### src/rtl/debug_unit_ctrl.sv
// Byte-stream debug controller between a UART byte interface and the MIPS pipeline.
// Loads instruction memory, runs or single-steps the pipeline, and dumps PC/registers/data memory.
module debug_unit_ctrl #(
   parameter int LEN    = 32,
   parameter int N_REGS = 32,
   parameter int N_MEM  = 16,
   parameter int RD_LAT = 2
) (
   input  logic           clk,
   input  logic           reset,
   input  logic [7:0]     rx_data,
   input  logic           rx_done,
   output logic [7:0]     tx_data,
   output logic           tx_start,
   input  logic           tx_done,
   input  logic           halt_flag,
   input  logic [LEN-1:0] pc,
   input  logic [LEN-1:0] reg_data,
   input  logic [LEN-1:0] mem_data,
   output logic           mips_enable,
   output logic           debug_flag,
   output logic [LEN-1:0] addr_debug,
   output logic [LEN-1:0] addr_mem_inst,
   output logic [LEN-1:0] ins_to_mem,
   output logic           wea_ram_inst
);

   localparam logic [3:0] IDLE       = 4'd0;
   localparam logic [3:0] LOAD_CNT   = 4'd1;
   localparam logic [3:0] LOAD_BYTE  = 4'd2;
   localparam logic [3:0] LOAD_WRITE = 4'd3;
   localparam logic [3:0] RUN        = 4'd4;
   localparam logic [3:0] STEP       = 4'd5;
   localparam logic [3:0] DUMP_WAIT  = 4'd6;
   localparam logic [3:0] DUMP_SEND  = 4'd7;
   localparam logic [3:0] DUMP_ACK   = 4'd8;

   localparam logic [7:0] CMD_LOAD = 8'h01;
   localparam logic [7:0] CMD_RUN  = 8'h02;
   localparam logic [7:0] CMD_STEP = 8'h03;

   localparam int N_ITEMS = 1 + N_REGS + N_MEM;
   localparam int ITEM_W  = $clog2(N_ITEMS + 1);
   localparam int WAIT_W  = $clog2(RD_LAT + 1);
   localparam int BYTES   = LEN / 8;
   localparam int BYTE_W  = $clog2(BYTES);

   logic [3:0]        state_reg;
   logic [8:0]        word_total_reg;
   logic [8:0]        words_done_reg;
   logic [7:0]        load_idx_reg;
   logic [BYTE_W-1:0] byte_cnt_reg;
   logic [LEN-1:0]    ins_reg;
   logic              wea_reg;
   logic              mips_en_reg;
   logic              debug_reg;
   logic [LEN-1:0]    addr_debug_reg;
   logic [ITEM_W-1:0] item_reg;
   logic [WAIT_W-1:0] wait_cnt_reg;
   logic [LEN-1:0]    dump_word_reg;
   logic [7:0]        tx_data_reg;
   logic              tx_start_reg;
   logic [LEN-1:0]    item_word;
   logic              dump_go;

   // Item 0 is the PC (address unused), then registers, then data-memory words.
   function automatic logic [LEN-1:0] item_addr(input logic [ITEM_W-1:0] k);
      int ki;
      ki = int'(k);
      if (ki == 0)
         return '0;
      else if (ki <= N_REGS)
         return LEN'(ki - 1);
      else
         return LEN'(ki - 1 - N_REGS);
   endfunction

   always_comb begin
      item_word = mem_data;
      if (item_reg == '0)
         item_word = pc;
      else if (item_reg <= ITEM_W'(N_REGS))
         item_word = reg_data;
   end

   // A halted pipeline skips straight to the dump without ever enabling the clock.
   assign dump_go = (state_reg == RUN && halt_flag) ||
                    (state_reg == STEP) ||
                    (state_reg == IDLE && rx_done && rx_data == CMD_RUN && halt_flag);

   always_ff @(posedge clk or negedge reset) begin
      if (!reset) begin
         state_reg      <= IDLE;
         word_total_reg <= '0;
         words_done_reg <= '0;
         load_idx_reg   <= '0;
         byte_cnt_reg   <= '0;
         ins_reg        <= '0;
         wea_reg        <= 1'b0;
         mips_en_reg    <= 1'b0;
         debug_reg      <= 1'b0;
         addr_debug_reg <= '0;
         item_reg       <= '0;
         wait_cnt_reg   <= '0;
         dump_word_reg  <= '0;
         tx_data_reg    <= '0;
         tx_start_reg   <= 1'b0;
      end else begin
         tx_start_reg <= 1'b0;
         case (state_reg)
            IDLE: begin
               if (rx_done) begin
                  case (rx_data)
                     CMD_LOAD: begin
                        state_reg <= LOAD_CNT;
                        debug_reg <= 1'b1;
                     end
                     CMD_RUN: begin
                        if (!halt_flag) begin
                           state_reg   <= RUN;
                           mips_en_reg <= 1'b1;
                        end
                     end
                     CMD_STEP: begin
                        state_reg   <= STEP;
                        mips_en_reg <= 1'b1;
                     end
                     default: ;
                  endcase
               end
            end
            LOAD_CNT: begin
               if (rx_done) begin
                  word_total_reg <= (rx_data == 8'h00) ? 9'd256 : {1'b0, rx_data};
                  words_done_reg <= '0;
                  load_idx_reg   <= '0;
                  byte_cnt_reg   <= '0;
                  state_reg      <= LOAD_BYTE;
               end
            end
            LOAD_BYTE: begin
               if (rx_done) begin
                  ins_reg      <= {ins_reg[LEN-9:0], rx_data};
                  byte_cnt_reg <= byte_cnt_reg + BYTE_W'(1);
                  if (byte_cnt_reg == BYTE_W'(BYTES - 1)) begin
                     wea_reg   <= 1'b1;
                     state_reg <= LOAD_WRITE;
                  end
               end
            end
            LOAD_WRITE: begin
               wea_reg        <= 1'b0;
               load_idx_reg   <= load_idx_reg + 8'd1;
               words_done_reg <= words_done_reg + 9'd1;
               if (words_done_reg + 9'd1 == word_total_reg) begin
                  state_reg <= IDLE;
                  debug_reg <= 1'b0;
               end else begin
                  state_reg <= LOAD_BYTE;
               end
            end
            RUN: ;
            STEP: ;
            DUMP_WAIT: begin
               // Read data settles RD_LAT cycles after addr_debug was registered.
               if (wait_cnt_reg == WAIT_W'(RD_LAT - 1)) begin
                  dump_word_reg <= item_word;
                  byte_cnt_reg  <= '0;
                  state_reg     <= DUMP_SEND;
               end else begin
                  wait_cnt_reg <= wait_cnt_reg + WAIT_W'(1);
               end
            end
            DUMP_SEND: begin
               tx_data_reg   <= dump_word_reg[LEN-1 -: 8];
               dump_word_reg <= dump_word_reg << 8;
               tx_start_reg  <= 1'b1;
               state_reg     <= DUMP_ACK;
            end
            DUMP_ACK: begin
               if (tx_done) begin
                  if (byte_cnt_reg == BYTE_W'(BYTES - 1)) begin
                     if (item_reg == ITEM_W'(N_ITEMS - 1)) begin
                        state_reg      <= IDLE;
                        debug_reg      <= 1'b0;
                        addr_debug_reg <= '0;
                        item_reg       <= '0;
                     end else begin
                        item_reg       <= item_reg + ITEM_W'(1);
                        addr_debug_reg <= item_addr(item_reg + ITEM_W'(1));
                        wait_cnt_reg   <= '0;
                        state_reg      <= DUMP_WAIT;
                     end
                  end else begin
                     byte_cnt_reg <= byte_cnt_reg + BYTE_W'(1);
                     state_reg    <= DUMP_SEND;
                  end
               end
            end
            default: state_reg <= IDLE;
         endcase

         if (dump_go) begin
            state_reg      <= DUMP_WAIT;
            mips_en_reg    <= 1'b0;
            debug_reg      <= 1'b1;
            item_reg       <= '0;
            addr_debug_reg <= '0;
            wait_cnt_reg   <= '0;
         end
      end
   end

   assign tx_data       = tx_data_reg;
   assign tx_start      = tx_start_reg;
   assign mips_enable   = mips_en_reg;
   assign debug_flag    = debug_reg;
   assign addr_debug    = addr_debug_reg;
   assign addr_mem_inst = {{(LEN-8){1'b0}}, load_idx_reg};
   assign ins_to_mem    = ins_reg;
   assign wea_ram_inst  = wea_reg;

endmodule
### config.mk
export PLATFORM = sky130hd
export DESIGN_NAME = debug_unit_ctrl
export DESIGN_NICKNAME = d
export VERILOG_FILES = /design/src/rtl/debug_unit_ctrl.sv
export SDC_FILE = /design/constraint.sdc
export NUM_CORES = 1
export LEC_CHECK = 0
export CORE_MARGIN = 2
export CORE_UTILIZATION = 34
export CTS_CLUSTER_DIAMETER = 60
export DETAILED_ROUTE_END_ITERATION = 10
export PLACE_DENSITY_LB_ADDON = 0.12
export RECOVER_POWER = 25
export SETUP_SLACK_MARGIN = 0.1
export SLEW_MARGIN = 20
export SYNTH_ARGS = -nofsm -noshare
export SYNTH_HDL_FRONTEND = slang
export SYNTH_SLANG_ARGS = --single-unit
### constraint.sdc
create_clock -name clk -period 4.7 [get_ports clk]
set_input_delay 1.175 -clock clk [delete_from_list [all_inputs] [get_ports clk]]
set_output_delay 1.175 -clock clk [all_outputs]
set_load 0.02 [all_outputs]
==> impl_metrics.toml <==
[global_route]
grt_pass1_vias = 5861
grt_overflow = 0
grt_usage_pct = 16.7
antenna_found_initial = 0
grt_max_degree = 99
grt_pass1_wl_um = 30100

[critical_path]
crit_slowest_cell = "clkbuf_2"
crit_type = "in -> async"
path_max_fanout = 98
arrival_ns = 2.97
crit_buf_inv = 1
path_cells = "clkbuf_2"
cp_top_family = "buffers and inverters"
required_ns = 4.51
r2r_setup_slack_ns = 1.84
max_stage_delay_ns = 1.68
cp-start-kind = "input pin"
worstSetupEndpointType = "async pin"

[logic_synthesis]
ys_seq_elements = 124
synth_top_area_share_pct = 41.8
ys.flop_type = "dfrtp_1"
synth.avg_cell_area_um2 = 9.27
ys_seq_area_share_pct = 41.8
synth_top_cell_by_area = "dfrtp_1"
synth_most_common_cell = "nand2_1"
synth.cell_area_mm2 = 0.00741
synth_warnings = 0
synthCells = 800
synth-async-reset-ratio_pct = 100
synth_top_cells_by_count = "nand2_1, dfrtp_1, o21ai_0, buf_4, nand3_1"
synth_edf_count = 0
synthTopCellsByArea = "dfrtp_1, nand2_1, buf_4"
ys_types = 70

[timing]
finClkSkew_ns = 0.00780
maxSlewHeadroom_pct = -65.6
drv_slew = 99
setup_violations = 0
hold_viol_final = 0
holdWs_ns = 0.472
worst_pin_slew_ns = 2.48
setup_tns_ns = 0
rsz0062_at_grt = "no"
period_share_pct = 67.2
fmax_mhz = 317
finalCriticalPeriod_ns = 3.16

[power_and_ir_drop]
leakagePower_nw = 4.23
peakVddDrop_uv = 286
power.density_mw_per_mm2 = 491

[routing]
post_drt_wl_per_cell_um = 15.4
route.vias.total = 6087
drtIter0Drc = 275
finalWirelength_um = 19000
postRouteAntennaNets = 0
drcViolationCount = 0
detail_route.first_pass.iterations = 5
via_per_inst = 4.94

[die]
die_w_um = 152
io-pin-count = 217
core-area_mm2 = 0.0216
start_util_pct = 34.3
num_rows = 54
dieHeight_um = 152
dieArea_mm2 = 0.0230

[clock_network]
numCtsBuffers = 17
insertion_delay_ns = 0.42
postCtsHoldBufs = 0
cts_setup_buffers = 0
htree_levels = 4
cts_root_buf = "clkbuf_16"
clk_pin_slew_ns = 0.06
cts_tree = "built"
cts_max_path_buffers = 2
post_cts_resize_count = 0
numClockSinks = 124

[hold_path]
min_path_type = "reg -> reg"

[final_layout]
fin_util_pct = 45.7
fin_cells = 1233
area_growth_pct = 33.2
nNetsFinal = 1057
diodes = 0
final_layout_size_suffix_gt1_share_pct = 12.2

[place]
gp_congestion = 0.781
dp.cells = 1201
dpl.hpwl_um = 13500
io_buffers = 192

[run_status]
violations = "capacitance limit, slew limit"
status = "finished with violations"

[run]
max_cap_viol_count = 1
## power breakdown
part / internal (mW) / switching (mW)
sequential: 1.42 / 0.342
clock: 0.942 / 0.492
combinational: 0.814 / 0.839
total: 3.18 / 1.67
## metrics by stage
step           setup slack (ns)  area, um2  power [mW]
6_report                   1.54       9880        4.85
5_1_grt                    1.01       9880        5.18
4_1_cts                    1.47       9880        4.92
3_5_place_dp               1.15       9240        3.46
3_3_place_gp               1.20       9240        3.44
2_1_floorplan              1.86       7500        2.76
## logic make-up after synthesis
kind of cell,after synthesis,share of synthesized area (%)
muxes,44,6.23
adders and majority gates,8,1.35
other,1,0.0506
AOI/OAI and AO/OA,177,18.5
xor gates and xnor gates,20,2.46
buffers and inverters,116,9.13
and+or+nand+nor,310,20.5
DFF,124,41.8
## per-layer routing
metal	vias up	global-route usage [%]	part of all wire, %
met5	-	0	0
met4	0	5.28	1.4
met2	164	26.3	46
met3	18	4.97	6.2
met1	2861	22.0	46
li1	3044	-	-
## layout make-up
class / instances / area [um2]
fillers: 2098 / 11700
well taps: 280 / 350
flip-flops and latches: 124 / 3100
multi-input cells: 583 / 3730
repair buffers: 203 / 2000
clock inverters: 14 / 219
clock buffers: 18 / 429
inverters: 11 / 41.3
## worst paths after layout
check / start / to / cells past startpoint
min in group asynchronous: reset / words_done_reg[6] / 1
max in group clk: addr_debug[30] / addr_debug[17] / 1
worst min-delay path: ins_to_mem[30] / ins_to_mem[30] / 2
worst max register to register: item_reg[0] / dump_word_reg[30] / 9
worst max-delay path: reset / item_reg[5] / 1
worst min register to register: ins_to_mem[30] / ins_to_mem[30] / 2
## cells in the final DEF, fill, tap and decap left out, types with 24 or more instances in the layout
cell type	instances
nand2_1	167
mux2i_1	27
o21ai_0	51
nor2_1	26
a221o_1	24
dfrtp_1	123
clkdlybuf4s50_1	191
conb_1	24
a211oi_1	30
nand3_1	34
Power figures use the tool's default switching activity.
